`src/rtl/button_debounce_counter_if.sv`:
```
// button_debounce_counter_if: button, clear and status signals between the board/host and the debouncer.
interface button_debounce_counter_if;
  logic        button_n;
  logic        clear;
  logic [15:0] status;
  logic        press_pulse;
  logic        release_pulse;
  modport master (output button_n, clear, input status, press_pulse, release_pulse);
  modport slave (input button_n, clear, output status, press_pulse, release_pulse);
endinterface

```
`src/rtl/button_debounce_counter.sv`:
```
// button_debounce_counter: synchronise and debounce an active-low button, strobe press/release,
// and keep a saturating press count with sticky overflow for the host status word.
module button_debounce_counter #(
  parameter int DEBOUNCE_CYCLES = 960000,
  parameter int EVENT_W = 12
) (
  input logic ti_clk,
  input logic rst_n,
  button_debounce_counter_if.slave bus
);
  localparam int CW = $clog2(DEBOUNCE_CYCLES);
  typedef enum logic [1:0] {RELEASED = 2'b00, WAIT_PRESS = 2'b01, PRESSED = 2'b10, WAIT_RELEASE = 2'b11} state_t;
  state_t state_q;
  logic [1:0] sync_q;
  logic [CW-1:0] cnt_q;
  logic [EVENT_W-1:0] count_q, count_d;
  logic ovf_q, ovf_d, clear_q, press_q, release_q;
  logic sync_n, hit, commit, clear_rise;
  assign sync_n = sync_q[1];
  assign hit = cnt_q == CW'(DEBOUNCE_CYCLES - 1);
  assign commit = state_q == WAIT_PRESS && !sync_n && hit;
  assign clear_rise = bus.clear & ~clear_q;
  // A clear on the commit edge is applied first, so that press still counts.
  always_comb begin
    count_d = clear_rise ? '0 : count_q;
    ovf_d = clear_rise ? 1'b0 : ovf_q;
    if (commit) begin
      ovf_d = ovf_d | (&count_d);
      count_d = (&count_d) ? count_d : count_d + 1'b1;
    end
  end
  always_ff @(posedge ti_clk or negedge rst_n)
    if (!rst_n) begin
      sync_q <= 2'b11;
      clear_q <= 1'b1;
      count_q <= '0;
      ovf_q <= 1'b0;
    end else begin
      sync_q <= {sync_q[0], bus.button_n};
      clear_q <= bus.clear;
      count_q <= count_d;
      ovf_q <= ovf_d;
    end
  always_ff @(posedge ti_clk or negedge rst_n)
    if (!rst_n) begin
      state_q <= RELEASED;
      cnt_q <= '0;
      press_q <= 1'b0;
      release_q <= 1'b0;
    end else begin
      press_q <= 1'b0;
      release_q <= 1'b0;
      case (state_q)
        RELEASED: if (!sync_n) begin
          state_q <= WAIT_PRESS;
          cnt_q <= CW'(1);
        end
        WAIT_PRESS: if (sync_n) begin
          state_q <= RELEASED;
          cnt_q <= '0;
        end else if (hit) begin
          state_q <= PRESSED;
          cnt_q <= '0;
          press_q <= 1'b1;
        end else cnt_q <= cnt_q + CW'(1);
        PRESSED: if (sync_n) begin
          state_q <= WAIT_RELEASE;
          cnt_q <= CW'(1);
        end
        WAIT_RELEASE: if (!sync_n) begin
          state_q <= PRESSED;
          cnt_q <= '0;
        end else if (hit) begin
          state_q <= RELEASED;
          cnt_q <= '0;
          release_q <= 1'b1;
        end else cnt_q <= cnt_q + CW'(1);
        default: state_q <= RELEASED;
      endcase
    end
  assign bus.status = {count_q, state_q, ovf_q, state_q[1]};
  assign bus.press_pulse = press_q;
  assign bus.release_pulse = release_q;
endmodule

```
`src/flat_wrapper.sv`:
```
// flat-port wrapper written by rule: the top's interface ports become plain ports
module button_debounce_counter_flat 
#(
  parameter int DEBOUNCE_CYCLES = 960000,
  parameter int EVENT_W = 12
)
  (ti_clk, rst_n, bus_button_n, bus_clear, bus_status, bus_press_pulse, bus_release_pulse);
  button_debounce_counter_if bus_i ();
  input logic ti_clk;
  input logic rst_n;
  input wire logic [$bits(bus_i.button_n)-1:0] bus_button_n;
  input wire logic [$bits(bus_i.clear)-1:0] bus_clear;
  output wire logic [$bits(bus_i.status)-1:0] bus_status;
  output wire logic [$bits(bus_i.press_pulse)-1:0] bus_press_pulse;
  output wire logic [$bits(bus_i.release_pulse)-1:0] bus_release_pulse;
  assign bus_i.button_n = bus_button_n;
  assign bus_i.clear = bus_clear;
  assign bus_status = bus_i.status;
  assign bus_press_pulse = bus_i.press_pulse;
  assign bus_release_pulse = bus_i.release_pulse;
  button_debounce_counter #(.DEBOUNCE_CYCLES(DEBOUNCE_CYCLES), .EVENT_W(EVENT_W)) u_core (.ti_clk(ti_clk), .rst_n(rst_n), .bus(bus_i));
endmodule
```
`config.mk`:
```
export PLATFORM = sky130hd
export DESIGN_NAME = button_debounce_counter_flat
export DESIGN_NICKNAME = d
export VERILOG_FILES = /design/src/rtl/button_debounce_counter_if.sv /design/src/rtl/button_debounce_counter.sv /design/src/flat_wrapper.sv
export SDC_FILE = /design/constraint.sdc
export NUM_CORES = 1
export LEC_CHECK = 0
export ABC_AREA = 1
export CAP_MARGIN = 15
export CORE_MARGIN = 3
export CORE_UTILIZATION = 60
export DETAILED_ROUTE_END_ITERATION = 10
export GPL_ROUTABILITY_DRIVEN = 0
export PLACE_DENSITY = 0.91
export SLEW_MARGIN = 20
export SYNTH_ARGS = -nofsm -noshare
export SYNTH_HDL_FRONTEND = slang
export SYNTH_SLANG_ARGS = --single-unit
```
`constraint.sdc`:
```
create_clock -name ti_clk -period 3.3 [get_ports ti_clk]
set_clock_uncertainty 0.1 [all_clocks]
set_input_delay 0.825 -clock ti_clk [delete_from_list [all_inputs] [get_ports ti_clk]]
set_output_delay 0.825 -clock ti_clk [all_outputs]
set_load 0.01 [all_outputs]
```
# Yosys cells after proc, flatten, opt, wreduce, memory -nomap -nowiden
# Cells that the tools add are included.
classes:
  n_reduce_logical: 7
  n_eq_ne: 8
  mux: 23
  n_bitwise: 3
  n_addsub: 2
ops:
  columns: ["cell", "count"]
  rows:
  - ["$mux W20", 5]
  - ["$pmux W20 S4", 1]
  - ["$mux W12", 3]
  - ["$add A20 B1 Y20 const B", 1]
  - ["$eq A20 B20 Y1 const B", 1]
  - ["$add A12 B1 Y12 const B", 1]
  - ["$mux W2", 6]
  - ["$reduce_and A12 Y1", 1]
  - ["$pmux W2 S4", 1]
  - ["$mux W1", 7]
  - ["$eq A2 B2 Y1 const B", 2]
  - ["$reduce_and A4 Y1", 1]
  - ["$ne A3 B1 Y1 const B", 1]
  - ["$ne A3 B3 Y1 const B", 1]
  - ["$eq A2 B1 Y1 const B", 1]
  - ["$logic_and A1 B1 Y1", 2]
  - ["$logic_not A2 Y1", 1]
  - ["$ne A2 B1 Y1 const B", 1]
  - ["$ne A2 B2 Y1 const B", 1]
  - ["$reduce_and A2 Y1", 1]
  - ["$and A1 B1 Y1", 1]
  - ["$logic_not A1 Y1", 1]
  - ["$not A1 Y1", 1]
  - ["$or A1 B1 Y1", 1]
totals:
  reg_bits: 40
  elab_cells: 51

# Depth between registers and ports, before layout
depth:
  depth_word: 6
  depth_mapped: 12
  ltp_nobuf: 12

# Least setup slack after synthesis
# OpenSTA, ideal clock, no wires.
synth_path:
  path_type: "input-to-reg"
  from: "input port bus_clear"
  to: "register u_core.count_q[10]"
  slack_ns: 1.048
  setup_time_ns: 0.124
  required_ns: 3.076
  cell_stages: 11
  t_arrival_ns: 2.028
  cell_sequence: "nand2_4 -> nand2_1 -> inv_1 -> ha_1 -> nand4_2 -> nor2_8 -> inv_2 -> nor2_1 -> nand2_2 -> nand2_1 -> o21ai_2"
synth_via:
  elab_chain_cells: 5
  elab_cells_between_ends: 6
synth_lines:
  columns: ["item", "line", "source"]
  rows:
  - ["start, declared", "flat_wrapper.sv:12", "input wire logic [$bits(bus_i.clear)-1:0] bus_clear;"]
  - ["$and A1 B1 Y1 (*)", "button_debounce_counter.sv:22", "assign clear_rise = bus.clear & ~clear_q;"]
  - ["$mux W12 (*)", "button_debounce_counter.sv:25", "count_d = clear_rise ? '0 : count_q;"]
  - ["$add A12 B1 Y12 or $reduce_and A12 Y1 (tied branches)", "button_debounce_counter.sv:29", "count_d = (&count_d) ? count_d : count_d + 1'b1;"]
  - ["$mux W12", "button_debounce_counter.sv:29", null]
  - ["$mux W12 (*)", "button_debounce_counter.sv:27", "if (commit) begin"]
  - ["net u_core.count_d[10]", "button_debounce_counter.sv:16", "logic [EVENT_W-1:0] count_q, count_d;"]
  - ["end signal, assigned", "button_debounce_counter.sv:41", "count_q <= count_d;"]
  - ["end, declared", "button_debounce_counter.sv:16", null]
# Mark *: on every way through the listed nets, which the timed path passes. The rest lies on a longest branch.
# A chain may end at the register's enable or synchronous reset.

# Worst setup path after layout
# Ends and elaborated chain as after synthesis.

==> flow_summary_export.csv <==
group,metric,value,unit
worst_setup_path,worstRegToRegCells,12,
timing,drv_slew,0,
cells_and_area,area_growth,13.0,%
cells_and_area,fin_area,0.00279,mm²
timing,fin_ws,0.538,ns
worst_setup_path,arrival,2.85,ns
detailed_routing,remaining_drc_errors,0,
clock_network,cts_setup_buffers,0,
floorplan,die_x,70.1,µm
timing,layout_min_cycle_time,2.76,ns
floorplan,coreArea,0.00380,mm²
timing,hold_viol_final,0,
placement,dp_cells,383,
worst_setup_path,cp_max_fo,16,
worst_setup_path,max_stage_delay,0.48,ns
worst_setup_path,cp_cell_sequence,"clkdlybuf4s50_1 -> nand2_4 -> nand2_1 -> inv_1 -> ha_1 -> nand4_2 -> nor2_8 -> inv_2 -> nor2_1 -> nand2_2 -> nand2_1 -> o21ai_2",
global_routing,first_global_vias,2063,
logic_synthesis,ys_warn_count,0,
logic_synthesis,synthTopCellsByArea,"dfrtp_1 38%, nand2_1 12%, nor2_1 6.7%",
cells_and_area,drive_gt1_frac,0.157,
cells_and_area,finalNonFillerCells,391,
timing,rsz0062_at_grt,"no",
power,leakage,1.35,nW
logic_synthesis,synth_cells,318,
worst_setup_path,startpoint,"bus_clear",
timing,finalSetupViolCount,0,
detailed_routing,postRouteWirelength,5.15,mm
logic_synthesis,synth_top_cell_by_area,"dfrtp_1",
cells_and_area,fillers,276,
clock_network,clkSinkCount,40,
power,sequentialPowerShare,0.510,
floorplan,num_rows,22,
floorplan,initial_utilization,0.649,
worst_setup_path,r2r-start,"u_core.clear_q$_DFF_PN1_",
logic_synthesis,synth_nets,324,
min_path,min_to,"u_core.sync_q[1]$_DFF_PN1_",
power,powerDensity,379,mW/mm²
global_routing,antenna_found_initial,0,
logic_synthesis,syn_area,0.00246,mm²
logic_synthesis,synth-seq-cells,40,
placement,dp_slack,0.260,ns
clock_network,htree_levels,2,
clock_network,clkLatencyLatePin,0.30,ns
timing,period_share,0.837,
clock_network,tritoncts,"done",
global_routing,grt_pass1_wl,8.91,mm
worst_setup_path,worst_setup_path_start_kind,"input port",
outcome,outcome,"complete, no violations",
global_routing,grtUsageTotal,0.223,
worst_setup_path,path_common_cell,"nand2_1",
clock_network,cts_buffer_depth,2,
worst_setup_path,timing.rr.end,"u_core.count_q[10]$_DFF_PN0_",
power,power,1.06,mW
floorplan,io_pins,22,
cells_and_area,fin_nets,348,
detailed_routing,ant_nets,0,
floorplan,fp.dieH,70.1,µm
worst_setup_path,end_kind,"flip-flop",
detailed_routing,wl_per_cell,13.2,µm
detailed_routing,initialDrtViolationCount,204,
power,p_sw,0.334,mW
power,ir_drop,455,µV
placement,place_area,0.00269,mm²
min_path,hp-class,"reg -> reg",
detailed_routing,dr.pass1.iters,4,
power,p_comb_frac,0.177,
timing,worst_slew_pin_slew,0.867,ns
clock_network,root_buffer,"clkbuf_8",
placement,hpwl,3.60,mm
power,internal-power,0.722,mW
min_path,hold_path_depth,0,
power,switching_share,0.317,
detailed_routing,via_per_inst,5.50,
global_routing,grt-ovfl-total,0,
worst_setup_path,criticalPathCategory,"in -> reg",
clock_network,post_cts_resize_count,0,
flow_run,cap_violations,0,
logic_synthesis,yosysUniqueCellTypes,34,
logic_synthesis,yosysTopAreaCellShare,0.376,
clock_network,numCtsBuffers,5,
clock_network,cts_hold_buf,0,
logic_synthesis,synth.avg_cell_area,7.75,µm²
timing,max_freq,0.362,GHz
worst_setup_path,slowest_stage,"clkdlybuf4s50_1",
placement,portBuffers,21,
min_path,worstHoldStart,"u_core.sync_q[0]$_DFF_PN1_",
worst_setup_path,r2r_slack,1.01,ns
floorplan,dieArea,0.00491,mm²
global_routing,grt_max_degree,41,
clock_network,cts.clk_slew.worst_paths,0.09,ns
worst_setup_path,path_buf_inv,3,
logic_synthesis,synth.yosys.seq_area_share,0.408,
worst_setup_path,required,3.39,ns
timing,max_slew_margin,0.422,
power,power_frac_clock,0.313,
detailed_routing,vias,2152,
worst_setup_path,critPathTopFamily,"simple AND/OR/NAND/NOR gates",
timing,tns,0,ns
cells_and_area,antenna_cells,0,
==> routing by layer <==
layer / global-route usage / vias to the layer above / share of wire
met5: 0 / - / 0
met4: 0.102 / 0 / 0.020
met3: 0.0518 / 10 / 0.063
met2: 0.373 / 79 / 0.50
met1: 0.271 / 1002 / 0.42
li1: - / 1061 / -
==> worst register-to-register path: stages (launching register included) <==
cell and delay [ns]:
dfstp_2 0.53, inv_1 0.06, nand2_4 0.16, nand2_1 0.18, inv_1 0.12, ha_1 0.20
nand4_2 0.21, nor2_8 0.23, inv_2 0.06, nor2_1 0.13, nand2_2 0.08, nand2_1 0.08
o21ai_2 0.05
==> stage by stage <==
| step | hold slack (ns) | util |
|---|---|---|
| 2_1_floorplan | 0.245 | - |
| 3_3_place_gp | 0.247 | 0.709 |
| 3_5_place_dp | 0.251 | 0.709 |
| 4_1_cts | 0.265 | 0.733 |
| 5_1_grt | 0.270 | 0.733 |
| 6_report | 0.263 | 0.733 |
==> synthesized netlist by cell type <==
cell type and n:
nand3b_4 1, nor3_1 7, nand4_4 1, inv_2 9
nand2_4 4, nor3_2 1, ha_1 2, o21ai_2 3
xnor2_1 2, dfrtp_1 37, or2_1 1, buf_6 2
inv_1 35, nor2_8 2, dfstp_2 3, xor2_1 8
o21ai_0 8, nand4_2 1, nand3_1 25, nor2_4 3
nor2_1 44, o21bai_1 2, a21oi_1 6, nand3b_1 1
nand2_2 9, nand3_4 2, nand3_2 3, nand4_1 8
o21ai_1 1, nor2_2 3, buf_4 2, nand2_1 79
nor3b_1 1, a31oi_1 2
==> logic make-up (layout without fill, tap and decap cells) <==
group                    after synthesis  after routing  share of synthesized area
flip-flops                            40             40                      0.408
AO/OA/AOI/OAI                         22             22                     0.0523
AND/OR/NAND/NOR                      196            196                      0.412
XOR/XNOR                              10             10                     0.0355
buffers and inverters                 48             73                     0.0822
adder cells (fa/ha/maj)                2              2                     0.0102
==> power by group through the flow <==
stage	registers (mW)	clock network [mW]	logic, mW
floorplan	0.546	0	0.127
global placement	0.546	0	0.181
detailed placement	0.547	0	0.186
CTS	0.538	0.338	0.187
global route	0.543	0.358	0.210
finish	0.539	0.331	0.187
==> layout make-up <==
cell class	instances	area [µm²]	area share
repair buffers	21	205	0.0737
inverters	44	165	0.0593
flip-flops and latches	40	1000	0.361
well taps	48	60.1	0.0216
clock buffers	5	68.8	0.0247
clock inverters	3	23.8	0.00854
multi-input cells	230	1260	0.451
==> placed cells by master, fill, tap and decap left out, types with 9 or more instances in the layout <==
cell type	n
nand2_2	9
inv_1	35
nor2_1	44
dfrtp_1	37
nand3_1	25
inv_2	9
nand2_1	79
clkdlybuf4s50_1	20
==> worst max path at each step <==
stage	end	slack, ns	cells past startpoint
2_1_floorplan	u_core.count_q[10]$_DFF_PN0_	1.05	11
3_3_place_gp	u_core.count_q[10]$_DFF_PN0_	0.38	12
3_5_place_dp	u_core.count_q[10]$_DFF_PN0_	0.26	12
4_1_cts	u_core.count_q[10]$_DFF_PN0_	0.55	12
5_1_grt	u_core.count_q[10]$_DFF_PN0_	0.39	12
6_report	u_core.count_q[10]$_DFF_PN0_	0.54	12
==> sequential cells by signal (all words and copies together), names as in the netlist, named ones only <==
| name | count |
|---|---|
| u_core.clear_q | 1 |
| u_core.bus.press_pulse | 1 |
| u_core.ovf_q | 1 |
| u_core.count_q | 12 |
| u_core.state_q | 1 |
| u_core.bus.release_pulse | 1 |
| u_core.sync_q | 2 |
| u_core.cnt_q | 20 |
No activity file was read; power rests on OpenSTA's default activity.
